### config.mk
export PLATFORM = sky130hd
export DESIGN_NAME = div_unit_pipe
export DESIGN_NICKNAME = d
export VERILOG_FILES = /design/src/rtl/m_extension_pkg.sv /design/src/rtl/div_unit_pipe_step.sv /design/src/rtl/div_unit_pipe.sv
export SDC_FILE = /design/constraint.sdc
export NUM_CORES = 1
export LEC_CHECK = 0
export ABC_CLOCK_PERIOD_IN_PS = 9000
export CORE_UTILIZATION = 45
export DETAILED_ROUTE_END_ITERATION = 10
export GPL_TIMING_DRIVEN = 0
export PLACE_DENSITY = 0.61
export SYNTH_ARGS = -nofsm -noshare
export SYNTH_HDL_FRONTEND = slang
export SYNTH_HIERARCHICAL = 1
export SYNTH_SLANG_ARGS = --single-unit
### constraint.sdc
create_clock -name clk -period 9 [get_ports clk]
set_input_delay 2.7 -clock clk [delete_from_list [all_inputs] [get_ports clk]]
set_output_delay 2.7 -clock clk [all_outputs]
set_load 0.005 [all_outputs]
### src/rtl/m_extension_pkg.sv
// Shared M-extension definitions: funct3 encodings, divider FSM states and
// small decode helpers used by the divider datapath.
package m_extension;

  typedef enum logic [2:0] {
    DIV  = 3'b100,
    DIVU = 3'b101,
    REM  = 3'b110,
    REMU = 3'b111
  } m_funct3;

  typedef enum logic [1:0] {
    IDLE = 2'd0,
    CALC = 2'd1,
    DONE = 2'd2
  } div_state_e;

  // Signed variants treat operands as two's complement.
  function automatic logic is_signed_op(input logic [2:0] f);
    return (f == DIV) || (f == REM);
  endfunction

  // Remainder variants return the remainder instead of the quotient.
  function automatic logic is_rem_op(input logic [2:0] f);
    return (f == REM) || (f == REMU);
  endfunction

endpackage

### src/rtl/div_unit_pipe_step.sv
// div_step_comb: STEPS chained restoring-division steps, purely combinational.
// The remainder is kept WIDTH bits wide between steps; the shifted value is
// WIDTH+1 bits so the compare/subtract never overflows.
module div_step_comb
  import m_extension::*;
#(
  parameter int WIDTH = 32,
  parameter int STEPS = 1
) (
  input  logic [WIDTH-1:0] rem_i,
  input  logic [WIDTH-1:0] quo_i,
  input  logic [WIDTH-1:0] dvs_i,
  output logic [WIDTH-1:0] rem_o,
  output logic [WIDTH-1:0] quo_o
);

  logic [WIDTH-1:0] rem_chain [0:STEPS];
  logic [WIDTH-1:0] quo_chain [0:STEPS];

  assign rem_chain[0] = rem_i;
  assign quo_chain[0] = quo_i;

  for (genvar gi = 0; gi < STEPS; gi++) begin : g_step
    logic [WIDTH:0] shifted;
    logic [WIDTH:0] diff;
    logic           ge;
    // Bring the next dividend bit (MSB of the shift register) into the remainder.
    assign shifted = {rem_chain[gi], quo_chain[gi][WIDTH-1]};
    assign diff    = shifted - {1'b0, dvs_i};
    assign ge      = (shifted >= {1'b0, dvs_i});
    assign rem_chain[gi+1] = ge ? diff[WIDTH-1:0] : shifted[WIDTH-1:0];
    assign quo_chain[gi+1] = {quo_chain[gi][WIDTH-2:0], ge};
  end

  assign rem_o = rem_chain[STEPS];
  assign quo_o = quo_chain[STEPS];

endmodule

### src/rtl/div_unit_pipe.sv
// div_unit_pipe: iterative restoring divider, STEPS quotient bits per cycle,
// valid/ready on both sides, flush, RISC-V div-by-zero/overflow semantics.
// Optional macro DIV_REM_FUSE_EN keeps the last completed operands and both
// results so a matching div/rem pair completes in one cycle.
module div_unit_pipe
  import m_extension::*;
#(
  parameter int WIDTH = 32,
  parameter int STEPS = 1
) (
  input  logic             clk,
  input  logic             rst_n,
  input  logic             in_valid,
  output logic             in_ready,
  input  logic [2:0]       op,
  input  logic [WIDTH-1:0] dividend,
  input  logic [WIDTH-1:0] divisor,
  input  logic             flush,
  output logic             out_valid,
  input  logic             out_ready,
  output logic [WIDTH-1:0] result,
  output logic             busy
);

  localparam int N_ITER = WIDTH / STEPS;
  localparam int CNT_W  = $clog2(N_ITER + 1);
  localparam logic [WIDTH-1:0] MIN_VAL = {1'b1, {(WIDTH-1){1'b0}}};

  div_state_e       state_q, state_d;
  logic [CNT_W-1:0] count_q, count_d;
  logic [2:0]       op_q, op_d;
  logic             neg_quo_q, neg_quo_d, neg_rem_q, neg_rem_d;
  logic [WIDTH-1:0] rem_q, rem_d, quo_q, quo_d, dvs_q, dvs_d;
  logic [WIDTH-1:0] result_q, result_d;

  logic [WIDTH-1:0] step_rem, step_quo, fin_quo, fin_rem;
  logic [WIDTH-1:0] abs_dvd, abs_dvs, spec_quo, spec_rem;
  logic             req_signed, dvd_neg, dvs_neg, special;

  assign req_signed = is_signed_op(op);
  assign dvd_neg    = req_signed & dividend[WIDTH-1];
  assign dvs_neg    = req_signed & divisor[WIDTH-1];
  assign abs_dvd    = dvd_neg ? -dividend : dividend;
  assign abs_dvs    = dvs_neg ? -divisor : divisor;
  // Divide-by-zero and signed MIN / -1 bypass the iteration entirely.
  assign special    = (divisor == '0) ||
                      (req_signed && (dividend == MIN_VAL) && (divisor == '1));
  assign spec_quo   = (divisor == '0) ? '1 : MIN_VAL;
  assign spec_rem   = (divisor == '0) ? dividend : '0;
  assign fin_quo    = neg_quo_q ? -step_quo : step_quo;
  assign fin_rem    = neg_rem_q ? -step_rem : step_rem;

  div_step_comb #(.WIDTH(WIDTH), .STEPS(STEPS)) u_step (
    .rem_i(rem_q),
    .quo_i(quo_q),
    .dvs_i(dvs_q),
    .rem_o(step_rem),
    .quo_o(step_quo)
  );

`ifdef DIV_REM_FUSE_EN
  logic             tag_valid_q, tag_valid_d, tag_signed_q, tag_signed_d, tag_hit;
  logic [WIDTH-1:0] tag_dvd_q, tag_dvd_d, tag_dvs_q, tag_dvs_d;
  logic [WIDTH-1:0] tag_quo_q, tag_quo_d, tag_rem_q, tag_rem_d;
  logic [WIDTH-1:0] cur_dvd_q, cur_dvd_d, cur_dvs_q, cur_dvs_d;
  assign tag_hit = tag_valid_q && (tag_dvd_q == dividend) &&
                   (tag_dvs_q == divisor) && (tag_signed_q == req_signed);
`endif

  // Next-state and datapath update; flush overrides every state.
  always_comb begin
    state_d   = state_q;
    count_d   = count_q;
    op_d      = op_q;
    neg_quo_d = neg_quo_q;
    neg_rem_d = neg_rem_q;
    rem_d     = rem_q;
    quo_d     = quo_q;
    dvs_d     = dvs_q;
    result_d  = result_q;
`ifdef DIV_REM_FUSE_EN
    tag_valid_d  = tag_valid_q;
    tag_signed_d = tag_signed_q;
    tag_dvd_d    = tag_dvd_q;
    tag_dvs_d    = tag_dvs_q;
    tag_quo_d    = tag_quo_q;
    tag_rem_d    = tag_rem_q;
    cur_dvd_d    = cur_dvd_q;
    cur_dvs_d    = cur_dvs_q;
`endif
    if (flush) begin
      state_d = IDLE;
`ifdef DIV_REM_FUSE_EN
      tag_valid_d = 1'b0;
`endif
    end else begin
      unique case (state_q)
        IDLE: begin
          if (in_valid) begin
            op_d      = op;
            neg_quo_d = dvd_neg ^ dvs_neg;
            neg_rem_d = dvd_neg;
            rem_d     = '0;
            quo_d     = abs_dvd;
            dvs_d     = abs_dvs;
            count_d   = CNT_W'(N_ITER);
`ifdef DIV_REM_FUSE_EN
            cur_dvd_d = dividend;
            cur_dvs_d = divisor;
`endif
            if (special) begin
              state_d  = DONE;
              result_d = is_rem_op(op) ? spec_rem : spec_quo;
`ifdef DIV_REM_FUSE_EN
              tag_valid_d  = 1'b1;
              tag_signed_d = req_signed;
              tag_dvd_d    = dividend;
              tag_dvs_d    = divisor;
              tag_quo_d    = spec_quo;
              tag_rem_d    = spec_rem;
`endif
            end
`ifdef DIV_REM_FUSE_EN
            else if (tag_hit) begin
              state_d  = DONE;
              result_d = is_rem_op(op) ? tag_rem_q : tag_quo_q;
            end
`endif
            else begin
              state_d = CALC;
            end
          end
        end
        CALC: begin
          rem_d   = step_rem;
          quo_d   = step_quo;
          count_d = count_q - CNT_W'(1);
          if (count_q == CNT_W'(1)) begin
            state_d  = DONE;
            result_d = is_rem_op(op_q) ? fin_rem : fin_quo;
`ifdef DIV_REM_FUSE_EN
            tag_valid_d  = 1'b1;
            tag_signed_d = is_signed_op(op_q);
            tag_dvd_d    = cur_dvd_q;
            tag_dvs_d    = cur_dvs_q;
            tag_quo_d    = fin_quo;
            tag_rem_d    = fin_rem;
`endif
          end
        end
        DONE: begin
          if (out_ready) state_d = IDLE;
        end
        default: state_d = IDLE;
      endcase
    end
  end

  // State and datapath registers.
  always_ff @(posedge clk or negedge rst_n) begin
    if (!rst_n) begin
      state_q   <= IDLE;
      count_q   <= '0;
      op_q      <= '0;
      neg_quo_q <= 1'b0;
      neg_rem_q <= 1'b0;
      rem_q     <= '0;
      quo_q     <= '0;
      dvs_q     <= '0;
      result_q  <= '0;
    end else begin
      state_q   <= state_d;
      count_q   <= count_d;
      op_q      <= op_d;
      neg_quo_q <= neg_quo_d;
      neg_rem_q <= neg_rem_d;
      rem_q     <= rem_d;
      quo_q     <= quo_d;
      dvs_q     <= dvs_d;
      result_q  <= result_d;
    end
  end

`ifdef DIV_REM_FUSE_EN
  // Fusion tag and the raw operands of the operation in flight.
  always_ff @(posedge clk or negedge rst_n) begin
    if (!rst_n) begin
      tag_valid_q  <= 1'b0;
      tag_signed_q <= 1'b0;
      tag_dvd_q    <= '0;
      tag_dvs_q    <= '0;
      tag_quo_q    <= '0;
      tag_rem_q    <= '0;
      cur_dvd_q    <= '0;
      cur_dvs_q    <= '0;
    end else begin
      tag_valid_q  <= tag_valid_d;
      tag_signed_q <= tag_signed_d;
      tag_dvd_q    <= tag_dvd_d;
      tag_dvs_q    <= tag_dvs_d;
      tag_quo_q    <= tag_quo_d;
      tag_rem_q    <= tag_rem_d;
      cur_dvd_q    <= cur_dvd_d;
      cur_dvs_q    <= cur_dvs_d;
    end
  end
`endif

  assign in_ready  = (state_q == IDLE) && !flush;
  assign out_valid = (state_q == DONE);
  assign busy      = (state_q != IDLE);
  assign result    = result_q;

endmodule

; Word level (Yosys, flattened, before mapping)
; Cells that the tools add are included.
[totals]
out_inout_bits = 35
wordCells = 77
n_memories = 0
ram_bits = 0
mem_bits_ro = 0
latchBits = 0
regBits = 141
[classes]
mux = 25
shifts = 0
div = 0
add_sub_neg = 6
eq_ne = 16
n_reduce_logical = 16
order_cmp = 1
n_mul = 0
bitwise = 4
[ops]
columns = op, n
row1 = 2-to-1 mux 32 bit, 13
row2 = one-hot mux 32 bit (2 select lines), 3
row3 = negation 32 bit, 4
row4 = "equality test 32 bit, second input constant", 2
row5 = >= comparator 33 x 32 -> 1 bit, 1
row6 = zero test 32 bit, 1
row7 = subtractor 32 bit, 1
row8 = 2-to-1 mux 31 bit, 1
row9 = "equality test 3 bit, second input constant", 5
row10 = one-hot mux 6 bit (2 select lines), 1
row11 = 2-to-1 mux 2 bit, 5
row12 = AND reduction 3 bit, 3
row13 = "equality test 6 x 1 -> 1 bit, second input constant", 1
row14 = 2-to-1 mux 6 bit, 1
row15 = "!= test 2 bit, second input constant", 3
row16 = "!= test 3 bit, second input constant", 2
row17 = one-hot mux 2 bit (3 select lines), 1
row18 = "subtractor 6 x 1 -> 6 bit, second input constant", 1
row19 = AND reduction 5 bit, 1
row20 = logical OR 1 bit, 4
row21 = nonzero test 2 bit, 2
row22 = logical AND 1 bit, 3
row23 = "!= test 3 x 2 -> 1 bit, second input constant", 1
row24 = bitwise AND 1 bit, 2
row25 = 6 further kinds, 6

; Longest topological paths before layout
[logic_depth]
word_depth = 9
ltp_mapped = 21
mapped_depth_nobuf = 19

; Modules after synthesis
; Netlist, hierarchy kept.
[by_module_without_submodules]
columns = module, instances, area_per_inst_um2, seq_area_each_um2, cells_each
row1 = div_unit_pipe, 1, 9292.7, 3503.4, 1089
row2 = div_step_comb, 1, 2436.1, 0.0, 333

; Least setup slack after synthesis
; OpenSTA, ideal clock, no wires.
[synth_timing]
path_kind = input-to-output
start = input port flush
end = output port in_ready
path_buffers = 0
required_time_ns = 6.300
path_stages = 1
arrival_ns = 2.806
setup_slack_ns = 3.494
cell_sequence = nor2_1
[synth_between]
elab_chain_cells = 2
[synth_rtl]
columns = element, line
row1 = "start, declared", div_unit_pipe.sv:18  ; input logic flush,
row2 = zero test 1 bit, div_unit_pipe.sv:209  ; assign in_ready = (state_q == IDLE) && !flush;
row3 = logical AND 1 bit, div_unit_pipe.sv:209
row4 = "end, declared", div_unit_pipe.sv:14  ; output logic in_ready,
; No other way between the ends.

; Worst setup path in the final report
; Ends and elaborated chain as after synthesis.

==> impl_metrics.env <==
export IMPL_layout_nets=1660
export IMPL_antenna_cells=0
export IMPL_detail_route_wl_per_cell_um=21.80
export IMPL_die_x_um=163.4
export IMPL_synth_ff_type="dfrtp_1"
export IMPL_top_layer="met4"
export IMPL_io_buffers=106
export IMPL_setup_viol=0
export IMPL_core_rowCount=58
export IMPL_antenna_found_initial=0
export IMPL_cp_max_fo=3
export IMPL_met3_wirelength_um=3892
export IMPL_hold_violations=0
export IMPL_gp_congestion=0.9762
export IMPL_postPlaceCellArea_mm2=0.01323
export IMPL_power_per_cell_area_mw_per_mm2=193.1
export IMPL_h_tree_depth=4
export IMPL_clk_pin_slew_ps=60
export IMPL_start_util=0.4618
export IMPL_fin_skew_ps=13.21
export IMPL_worst_ir_drop_vdd_mv=0.1344
export IMPL_synth_edf_count=0
export IMPL_rsz0062_at_grt="false"
export IMPL_avgSynthCellArea_um2=8.248
export IMPL_grt_pass1_vias=10590
export IMPL_drv_cap=0
export IMPL_syn_area_mm2=0.01173
export IMPL_via_per_inst=5.973
export IMPL_clk_latency_ps=430
export IMPL_ioPinCount=107
export IMPL_synth_seq_cells=140
export IMPL_dieArea_mm2=0.02671
export IMPL_worst_pin_slew_ps=1326
export IMPL_cts_sinks=140
export IMPL_synth_top_area_share=0.2987
export IMPL_async_reset_ff_frac=1.000
export IMPL_core_area_mm2=0.02540
export IMPL_drcViolationCount=0
export IMPL_cp_start_kind="input port"
export IMPL_yosys_top_cells_area="dfrtp_1 30%, o21ai_0 7.3%, nand2_1 6.2%, xnor2_1 6.0%, xor2_1 4.2%"
export IMPL_die_h_um=163.4
export IMPL_dp_hpwl_um=32420
export IMPL_cts_root_buffer="clkbuf_16"
export IMPL_ys_types=84
export IMPL_period_share=0.7176
export IMPL_syn_num_nets=1534
export IMPL_hold_depth=2
export IMPL_fin_crit_ps=6459
export IMPL_total_power_mw=2.666
export IMPL_grt_pass1_wl_um=62680
export IMPL_crit_type="input port to output port"
export IMPL_cts_inserted_buffers=17
export IMPL_final_area_mm2=0.01381
export IMPL_wl_met2_um=17200
export IMPL_overflow=0
export IMPL_hold_path_class="flop to flop"
export IMPL_ctsLongestPathBuffers=2
export IMPL_yosysMostFrequentCell="nand2_1"
export IMPL_drive_gt1_frac=0.1014
export IMPL_cts_setup_buffers=0
export IMPL_grt_usage=0.3144
export IMPL_wl_met1_um=19300
export IMPL_synth_commonest_cells="195 x nand2_1, 171 x o21ai_0, 140 x dfrtp_1"
export IMPL_cts_hold_buffers=0
export IMPL_power_static_leakage_nw=5.800
export IMPL_worstRegToRegCells=19
export IMPL_cts_resized=0
export IMPL_fin_setup_tns_ps=0
export IMPL_hold_ws_ps=478.9
export IMPL_max_freq_mhz=154.8
export IMPL_drt_pass1_iterations=5
export IMPL_area_growth_pct=17.74
export IMPL_wl_um=41160
export IMPL_drt_iter0_markers=1241
export IMPL_end_kind="output port"
export IMPL_grt_max_degree=81
export IMPL_cts_tree="done"
export IMPL_syn_instance_count=1422
export IMPL_ant_nets=0
export IMPL_crit_arrival_ps=3760
export IMPL_maxSlewViolCount=0
export IMPL_yosysTopAreaCell="dfrtp_1"
export IMPL_vias=11280
export IMPL_ys_warn_count=6
export IMPL_crit_required_ps=6300
export IMPL_status="completed"
export IMPL_ys_seq_area_frac=0.2987
export IMPL_max_slew_margin=0.1089
[metal layers]
layer  vias to the layer above  GRT usage
met2                       458     0.4565
met4                         0    0.07774
met5                         -          0
met3                        34    0.07440
met1                      5421     0.4626
li1                       5364          -
[cells in the final DEF (no fill, tap or decap), types with 18 or more instances in the layout]
master	netlist	final
clkdlybuf4s50_1	0	105
mux2_4	18	18
nor4_1	19	19
mux2i_1	24	24
a21oi_1	65	65
inv_1	57	57
o31ai_1	36	36
xnor2_1	81	81
buf_4	32	32
mux2_2	35	35
clkbuf_1	62	63
nand3_1	23	23
nor3_1	30	30
nor2_1	69	69
ha_1	39	39
xor2_1	56	56
dfrtp_1	140	140
o21ai_0	171	171
or3_1	20	20
nand2_1	195	195
[layout make-up]
cell class | count | area [um2]
Fill cell | 2467 | 11590
Timing Repair Buffer | 107 | 1090
Clock inverter | 11 | 148.9
Inverter | 57 | 214.0
Multi-Input combinational cell | 1117 | 7442
Clock buffer | 18 | 429.2
Buffer | 108 | 569.3
Sequential cell | 140 | 3503
Tap cell | 330 | 412.9
[state kept, by name, summed over array words and instances (netlist names)]
name / count
quo_q: 32
dvs_q: 32
result: 32
neg_rem_q: 1
op_q: 2
count_q: 6
neg_quo_q: 1
state_q: 2
rem_q: 32
[final timing paths]
kind                            from  slack, ps    endpoint
setup / recovery               flush       2540    in_ready
hold / removal              quo_q[9]        480    quo_q[9]
setup reg to reg           rem_q[21]       2860  result[31]
hold reg to reg             quo_q[9]        480    quo_q[9]
max in group asynchronous      rst_n       5850    quo_q[7]
min in group asynchronous      rst_n       2320   dvs_q[25]
[through the flow]
stage / util / instances / worst slack (ps)
after floorplan: - / 1422 / 3494
after global placement: 0.5198 / 1858 / -770.5
after detailed placement: 0.5209 / 1859 / 2540
after CTS: 0.5437 / 1888 / 2534
after global routing: 0.5437 / 1888 / 2489
final: 0.5437 / 1888 / 2541
[kinds of logic after synthesis]
group	share of synthesized area
and+or+nand+nor	0.1962
AOI/OAI and AO/OA	0.2156
buffers and inverters	0.06678
DFF	0.2987
xor gates and xnor gates	0.1023
muxes	0.07713
adders and majority gates	0.04331
[power by group]
group          internal [mW]  switching, mW
combinational          0.477          0.624
sequential             0.764         0.0820
clock                  0.431          0.289
total                   1.67          0.995
[critical path: stages]
cell and delay [ps]:
clkdlybuf4s50_1 450, nor2_1 110, clkdlybuf4s50_1 500
No activity file was read; power rests on OpenSTA's default activity.
==> variant, RTL diff (same flow settings) <==
The option `DIV_REM_FUSE_EN` is turned on by a define.
--- a/src/rtl/div_unit_pipe.sv
+++ b/src/rtl/div_unit_pipe.sv
@@ -2,6 +2,8 @@
 // valid/ready on both sides, flush, RISC-V div-by-zero/overflow semantics.
 // Optional macro DIV_REM_FUSE_EN keeps the last completed operands and both
 // results so a matching div/rem pair completes in one cycle.
+`define DIV_REM_FUSE_EN
+
 module div_unit_pipe
   import m_extension::*;
 #(
Function: same outputs for any inputs over 4 cycles, from zero or initial values and one cycle with rst_n low; that may be too few to reach the edited logic, so the function may still have changed.
==> variant against the original RTL <==
  * Wire length rose by 99%
  * Worst setup slack got worse by 0.58 ns
  * Critical endpoint unchanged
  * Worst hold slack got worse by 0.0034 ns
  * Sequential cell count rose by 194
  * Synthesized area rose by 81%
  * Highest routed layer unchanged
  * Total power rose to 3.2 times the old value
  * Cell area rose by 74%
  * Maximum frequency fell by 8.2%
==> variant: results (changes against the original RTL) <==
Result of the run: complete, no violations (unchanged). The final RePlAce weighted congestion is 0.986 (was 0.976). The count of buffers from port buffering came out at 59 (was 106). The synthesized area per cell came out at 8.28 um^2 (was 8.25 um^2).

The reported net switching power is 0.00379 W (was 0.000995 W). The critical register-to-register path endpoint is result[17] (was result[31]). The amount of wire on met3 after detailed routing came to 6800 um (was 3890 um). The proportion of layout cells with a drive suffix above 1 is 0.0812 (was 0.101).

The slew at the pin with the worst max-slew slack came out at 1.14 ns (was 1.33 ns). The number of nets in the layout is 2779 (was 1660). The peak per-stage delay on the critical path is 0.84 ns (was 0.50 ns). The initial detailed-routing violation count is 1994 (was 1241).

The latest clock arrival within the worst-skew pair was 0.59 ns (was 0.43 ns). The maximum level of the CTS H-tree is 2 (was 4). The end of the worst hold path is cur_dvd_q[24] (was quo_q[9]). The post-layout total power is 0.00859 W (was 0.00267 W). The power attributed to sequential cells is 0.00242 W (was 0.000846 W). Leading post-synthesis cells by instance count: 484 x sky130_fd_sc_hd__nand2_1, 334 x sky130_fd_sc_hd__dfrtp_1, 237 x sky130_fd_sc_hd__o21ai_0 (was 195 x sky130_fd_sc_hd__nand2_1, 171 x sky130_fd_sc_hd__o21ai_0, 140 x sky130_fd_sc_hd__dfrtp_1).

The pin count of the biggest net entering global routing is 114 (was 81). The detailed-route wire length per cell came out at 24.8 um (was 21.8 um). The number of nets produced by synthesis is 2675 (was 1534). Cells taking the most area after synthesis: sky130_fd_sc_hd__dfrtp_1 39%, sky130_fd_sc_hd__nand2_1 8.6%, sky130_fd_sc_hd__o21ai_0 5.6%, sky130_fd_sc_hd__xnor2_1 4.4%, sky130_fd_sc_hd__nor2_1 3.8% (was sky130_fd_sc_hd__dfrtp_1 30%, sky130_fd_sc_hd__o21ai_0 7.3%, sky130_fd_sc_hd__nand2_1 6.2%, sky130_fd_sc_hd__xnor2_1 6.0%, sky130_fd_sc_hd__xor2_1 4.2%). The routed length on met1 is 35800 um (was 19300 um). The peak supply drop is 219 uV (was 134 uV). The signal arrival time at the worst endpoint is 4.33 ns (was 3.76 ns).

The reg-to-reg startpoint was dvs_q[9] (was rem_q[21]). The half-perimeter wire length after detailed placement came out at 62300 um (was 32400 um). The total via count after detailed routing came out at 20.0k (was 11.3k). The count of placed standard cells including taps came out at 3232 (was 1859). The combinational power share was 0.510 (was 0.413).

The biggest fanout along the worst timing path was 8 (was 3). The worst setup slack before clock tree synthesis came out at 1.85 ns (was 2.54 ns). The number of buffers on the longest clock path is 3 (was 2).

The launch point of the worst hold path is cur_dvd_q[24] (was quo_q[9]). The global-route wire length before repair came out at 122000 um (was 62700 um). The sum of met2 wire segment lengths after detailed routing is 35200 um (was 17200 um). The all-layer global routing usage is 0.345 (was 0.314).

The static leakage came to 10.5 nW (was 5.80 nW). The worst-case register-to-register setup slack is 2.87 ns (was 2.86 ns). The worst clock skew came out at 0.0252 ns (was 0.0132 ns). The clock buffer count from CTS was 40 (was 17). The first-pass iteration count of the detailed router is 8 (was 5). The count of filler cells inserted in the layout came to 4515 (was 2467). The depth of the worst register-to-register path came out at 20 (was 19).
-- variant: changes by cell type after synthesis, sizes merged, moves of 35 or more --
cell    delta
xor2      +35
o21ai     +70
a21oi     +36
nand2    +289
clkbuf   +100
a31oi     +79
nor2     +147
dfrtp    +194
-- variant: cell families (layout without fill, tap and decap cells) --
| family | count (synthesis) | after routing | synth area share |
|---|---|---|---|
| mux | 104 | 104 | 0.0522 |
| other cells | 0 | 1 | 0 |
| compound gates | 659 | 659 | 0.196 |
| fa+ha+maj | 40 | 40 | 0.0239 |
| xor+xnor | 197 | 197 | 0.0813 |
| buf+inv | 322 | 455 | 0.0664 |
| flops | 334 | 334 | 0.394 |
| simple gates | 907 | 907 | 0.186 |
-- variant: worst max-delay path by stage --
stage                     cells after the start        from    endpoint  slack [ns]
after floorplan                               1       flush    in_ready        3.49
after global placement                        1       rst_n  state_q[1]       -9.93
after detailed placement                     10  divisor[1]   result[7]        1.85
after CTS                                     3       flush    in_ready        2.05
after global routing                          3       flush    in_ready        2.02
final                                         3       flush    in_ready        1.97
-- variant: through the flow --
step           hold WS, ns   util  cell area (um^2)  TNS [ns]
2_1_floorplan        0.438      -             21200         0
3_3_place_gp         0.459  0.485             22600  -3297.68
3_5_place_dp         0.463  0.487             22700         0
4_1_cts              0.478  0.517             24100         0
5_1_grt              0.493  0.517             24100         0
6_report             0.475  0.517             24100         0
-- variant: metal layers --
metal | vias up | GRT usage
met5 | - | 0
met2 | 909 | 0.512
met4 | 0 | 0.161
met3 | 188 | 0.0748
met1 | 9791 | 0.478
li1 | 9064 | -
-- variant: area by class of cell --
type	instances	share of cell area
multi-input combinational	1907	0.475
sequential	334	0.347
clock buffer	49	0.0468
buffer	238	0.0455
tap	607	0.0315
timing repair buffer	62	0.0282
inverter	84	0.0131
clock inverter	22	0.0125
antenna	1	0.000104
